<file path="config.mk">
export PLATFORM = sky130hd
export DESIGN_NAME = hazard_stall_controller
export DESIGN_NICKNAME = d
export VERILOG_FILES = /design/src/rtl/hazard_stall_controller.sv
export SDC_FILE = /design/constraint.sdc
export NUM_CORES = 1
export LEC_CHECK = 0
export ABC_AREA = 0
export CAP_MARGIN = 20
export CORE_UTILIZATION = 51
export CTS_BUF_LIST = sky130_fd_sc_hd__clkbuf_2
export DETAILED_ROUTE_END_ITERATION = 10
export GPL_TIMING_DRIVEN = 0
export PLACE_DENSITY = 0.91
export SETUP_SLACK_MARGIN = 0.15
export SYNTH_ARGS = -nofsm -noshare
export SYNTH_HDL_FRONTEND = slang
export SYNTH_SLANG_ARGS = --single-unit
</file>
<file path="constraint.sdc">
create_clock -name i_clk -period 2.4 [get_ports i_clk]
set_clock_uncertainty 0.1 [all_clocks]
set_input_delay 0.24 -clock i_clk [delete_from_list [all_inputs] [get_ports i_clk]]
set_output_delay 0.24 -clock i_clk [all_outputs]
set_load 0.05 [all_outputs]
</file>
<file path="src/rtl/hazard_stall_controller.sv">
// Stall/flush control for the 5-stage RV32I core: load-use interlock, redirect flush,
// and data-memory wait handling with a sticky timeout and saturating perf counters.
module hazard_stall_controller #(
    parameter int MEM_TIMEOUT = 64,
    parameter int CNT_W       = 32
) (
    input  logic             i_clk,
    input  logic             i_rst,
    input  logic [4:0]       i_id_rs1_addr,
    input  logic [4:0]       i_id_rs2_addr,
    input  logic             i_id_uses_rs1,
    input  logic             i_id_uses_rs2,
    input  logic [4:0]       i_ex_rd_addr,
    input  logic             i_ex_mem_read,
    input  logic             i_ex_redirect,
    input  logic             i_mem_req,
    input  logic             i_mem_ready,
    output logic             o_pc_stall,
    output logic             o_ifid_stall,
    output logic             o_ifid_flush,
    output logic             o_idex_stall,
    output logic             o_idex_flush,
    output logic             o_exmem_stall,
    output logic             o_memwb_flush,
    output logic             o_mem_timeout,
    output logic [CNT_W-1:0] o_stall_cnt,
    output logic [CNT_W-1:0] o_flush_cnt
);

    localparam int WC_W = $clog2(MEM_TIMEOUT);
    localparam logic [WC_W-1:0] WC_MAX = WC_W'(MEM_TIMEOUT - 1);

    typedef enum logic {RUN, MEM_WAIT} state_t;

    state_t            state_q, state_d;
    logic [WC_W-1:0]   wait_cnt_q, wait_cnt_d;
    logic              timeout_q, timeout_d;
    logic [CNT_W-1:0]  stall_cnt_q, stall_cnt_d;
    logic [CNT_W-1:0]  flush_cnt_q, flush_cnt_d;
    logic              mem_wait;
    logic              load_use;

    always_comb begin
        state_d       = state_q;
        o_pc_stall    = 1'b0;
        o_ifid_stall  = 1'b0;
        o_ifid_flush  = 1'b0;
        o_idex_stall  = 1'b0;
        o_idex_flush  = 1'b0;
        o_exmem_stall = 1'b0;
        o_memwb_flush = 1'b0;

        mem_wait = (state_q == RUN) ? (i_mem_req & ~i_mem_ready) : ~i_mem_ready;
        load_use = i_ex_mem_read && (i_ex_rd_addr != 5'd0) &&
                   ((i_id_uses_rs1 && (i_id_rs1_addr == i_ex_rd_addr)) ||
                    (i_id_uses_rs2 && (i_id_rs2_addr == i_ex_rd_addr)));

        case (state_q)
            RUN:      if (i_mem_req && !i_mem_ready) state_d = MEM_WAIT;
            MEM_WAIT: if (i_mem_ready)               state_d = RUN;
            default:                                 state_d = RUN;
        endcase

        // A memory wait freezes EX, so redirect/load-use are simply re-seen once it drains.
        if (i_rst) begin
            state_d = RUN;
        end else if (mem_wait) begin
            o_pc_stall    = 1'b1;
            o_ifid_stall  = 1'b1;
            o_idex_stall  = 1'b1;
            o_exmem_stall = 1'b1;
            o_memwb_flush = 1'b1;
        end else if (i_ex_redirect) begin
            o_ifid_flush  = 1'b1;
            o_idex_flush  = 1'b1;
        end else if (load_use) begin
            o_pc_stall    = 1'b1;
            o_ifid_stall  = 1'b1;
            o_idex_flush  = 1'b1;
        end
    end

    always_comb begin
        wait_cnt_d  = '0;
        timeout_d   = timeout_q;
        if (mem_wait) begin
            wait_cnt_d = (wait_cnt_q == WC_MAX) ? wait_cnt_q : wait_cnt_q + 1'b1;
            if (wait_cnt_q == WC_MAX) timeout_d = 1'b1;
        end
        stall_cnt_d = (o_pc_stall && (stall_cnt_q != '1)) ? stall_cnt_q + 1'b1 : stall_cnt_q;
        flush_cnt_d = (o_ifid_flush && (flush_cnt_q != '1)) ? flush_cnt_q + 1'b1 : flush_cnt_q;
    end

    always_ff @(posedge i_clk) begin
        if (i_rst) begin
            state_q     <= RUN;
            wait_cnt_q  <= '0;
            timeout_q   <= 1'b0;
            stall_cnt_q <= '0;
            flush_cnt_q <= '0;
        end else begin
            state_q     <= state_d;
            wait_cnt_q  <= wait_cnt_d;
            timeout_q   <= timeout_d;
            stall_cnt_q <= stall_cnt_d;
            flush_cnt_q <= flush_cnt_d;
        end
    end

    assign o_mem_timeout = timeout_q;
    assign o_stall_cnt   = stall_cnt_q;
    assign o_flush_cnt   = flush_cnt_q;

endmodule

</file>
==> results.py <==
metrics = {
    "global_route": {
        "gr-total-overflow": 0,
        "grt_pass1_vias": 3861,
        "grt_pass1_wl_um": 18200,
        "grt_max_degree": 14,
        "antenna_found_initial": 0,
        "grt_usage": 0.296,
    },
    "clock_network": {
        "cts_root_buffer": "clkbuf_2",
        "tritoncts": "built",
        "clock-sinks": 72,
        "cts_buffers": 9,
        "clk_latency_ns": 0.55,
        "clk_pin_slew_ns": 0.24,
        "cts_max_path_buffers": 2,
        "h-tree-depth": 3,
        "hold_buffers": 0,
    },
    "floorplan": {
        "core-area_um2": 7330,
        "num_rows": 31,
        "die-area_um2": 7980,
        "ioPinCount": 95,
        "die_w_um": 89.3,
        "die_h_um": 89.3,
        "initial_core_util": 0.530,
    },
    "timing": {
        "min_period_ns": 2.28,
        "finalSetupViolCount": 0,
        "maxSlewHeadroom": 0.586,
        "fmax_mhz": 439,
        "worst_pin_slew_ns": 0.621,
        "finalCritPeriodShare": 0.948,
        "finalHoldViolCount": 0,
        "report.final.slew_viol_count": 0,
        "rsz0062_at_grt": "yes",
    },
    "pwr": {
        "ir_worst_vdd_mv": 0.244,
        "power_density_nw_per_um2": 401,
        "power.leakage_nw": 1.92,
        "finalPower_mw": 2.14,
    },
    "placement": {
        "port_buffers": 94,
        "place.gp.congestion": 0.942,
        "dpl.hpwl_um": 8060,
        "place_area_um2": 4990,
    },
    "worst_setup_path": {
        "path_max_fanout": 6,
        "startpoint": "o_stall_cnt[11]$_SDFFE_PP0P_",
        "reg2reg_slack_ns": 0.12,
        "cp.arrival_ns": 2.64,
        "worstRegToRegCells": 7,
        "crit_required_ns": 2.77,
        "cp-start-kind": "flip-flop",
        "criticalPathCategory": "reg2reg",
        "reg2reg_from": "o_stall_cnt[11]$_SDFFE_PP0P_",
        "cp-end-kind": "flip-flop",
        "r2r_end": "o_stall_cnt[29]$_SDFFE_PP0P_",
    },
    "synth": {
        "synth_nets": 482,
        "synth_cells": 456,
        "dominantRegCellSynth": "dfxtp_1",
        "synth-edff-count": 0,
        "synth_area_leaders": "dfxtp_1 37%, nor2_1 4.5%, xnor2_1 4.5%",
        "post-synth-top-count-cell": "dfxtp_1",
        "yosysSeqAreaShare": 0.371,
        "async_flop_share": 0,
        "synth_top_area_share": 0.371,
        "yosys_warnings": 0,
        "avgSynthCellArea_um2": 8.53,
        "ys_top_cells_by_count": "72 x dfxtp_1, 47 x nor2_1, 29 x a21oi_1, 28 x nand2_1, 28 x nand3_1",
        "yosys_register_bits": 72,
        "netlist_area_um2": 3890,
        "yosysTopAreaCell": "dfxtp_1",
        "synth_cell_types": 53,
    },
    "route": {
        "dr.first_iter.drc_count": 431,
        "drc": 0,
        "num_vias": 4172,
        "routed_wl_um": 11800,
        "drt-pass1-iter-count": 5,
        "detail-route-antenna-nets": 0,
        "vias_per_cell": 6.16,
        "wire_per_inst_um": 17.4,
    },
    "min_path": {
        "hold_path_end": "o_flush_cnt[10]$_SDFFE_PP0P_",
        "hp-class": "reg2reg",
        "hold_depth": 1,
        "min_from": "o_flush_cnt[10]$_SDFFE_PP0P_",
    },
    "layout": {
        "fin_area_um2": 5340,
        "num_antenna_cells": 0,
        "fillCellCount": 522,
        "multi_input_area_um2": 2340,
        "layout-drive-gt1-share": 0.225,
        "nets": 599,
        "regArea_um2": 1500,
        "utilization": 0.728,
        "area_growth_pct": 37.3,
    },
    "outcome": {
        "status": "finished, final reports clean",
    },
    "job": {
        "max-cap-violations": 0,
    },
}
-- metal layers --
metal / track usage / share of wire / vias to the layer above
met4: 0.154 / 0.031 / 0
met3: 0.0480 / 0.071 / 41
met2: 0.484 / 0.48 / 253
met1: 0.376 / 0.42 / 1956
met5: 0 / 0 / -
li1: - / - / 1922
-- sequential cells by signal, indices dropped and copies added, names as in the netlist --
signal,cells
o_mem_timeout,1
o_stall_cnt,32
o_flush_cnt,32
wait_cnt_q,6
state_q,1
-- power breakdown --
group	internal, mW	total, mW	switching, mW
Clock	0.241	0.718	0.476
Sequential	1.20	1.20	0.00584
Combinational	0.0928	0.219	0.126
Total	1.53	2.14	0.608
-- logic make-up after synthesis --
family / synth area share
compound gates: 0.140
xor+xnor: 0.0721
fa+ha+maj: 0.00965
buf+inv: 0.0524
flops: 0.371
mux: 0.0373
simple gates: 0.318
-- placed cells by master, fill, tap and decap left out, types with 12 or more instances in the layout --
master,netlist,layout
nand2_1,28,27
dfxtp_1,72,35
or3_1,15,15
xor2_1,12,12
clkbuf_2,0,12
nand4_1,26,26
dfxtp_2,0,32
xnor2_1,20,20
clkdlybuf4s50_1,0,79
nor2_1,47,46
a21oi_1,29,29
buf_4,4,18
nand3_1,28,26
-- worst max path at each step --
| stage | to | slack [ns] |
|---|---|---|
| final | o_stall_cnt[29]$_SDFFE_PP0P_ | 0.12 |
| after global routing | o_pc_stall | 0.07 |
| after CTS | o_pc_stall | 0.08 |
| after detailed placement | o_pc_stall | -1.07 |
| after global placement | o_pc_stall | -1.04 |
| after floorplan | o_stall_cnt[12]$_SDFFE_PP0P_ | 0.15 |
-- worst max-delay path, cell delays in order, from the launching register on --
cell and delay [ns]:
dfxtp_2 0.44, nand4_2 0.25, nor3_4 0.30, buf_4 0.18, nand3_1 0.08, or2_1 0.27
or4_1 0.41, a21oi_1 0.17
-- metrics by stage --
stage / instances / TNS [ns] / hold slack (ns) / setup slack [ns]
after CTS: 670 / 0 / 0.389 / 0.0802
after detailed placement: 649 / -12.98 / 0.356 / -1.07
final: 677 / 0 / 0.389 / 0.124
after floorplan: 456 / 0 / 0.372 / 0.150
after global routing: 677 / 0 / 0.404 / 0.0694
after global placement: 649 / -10.50 / 0.351 / -1.04
-- area by class of cell --
cell class	instances	area share
clock buffers	9	0.00843
well taps	99	0.0232
clock inverters	7	0.0131
plain buffers	28	0.0349
inverters	12	0.0103
multi-input cells	344	0.438
flip-flops and latches	72	0.281
repair buffers	106	0.191
-- timing repair --
item                                    4_1_cts  5_1_grt
resized for setup                            49       39
endpoints found under the setup margin       36       44
pin swaps                                     4        8
buffers inserted                              5        7
Power figures use the tool's default switching activity.
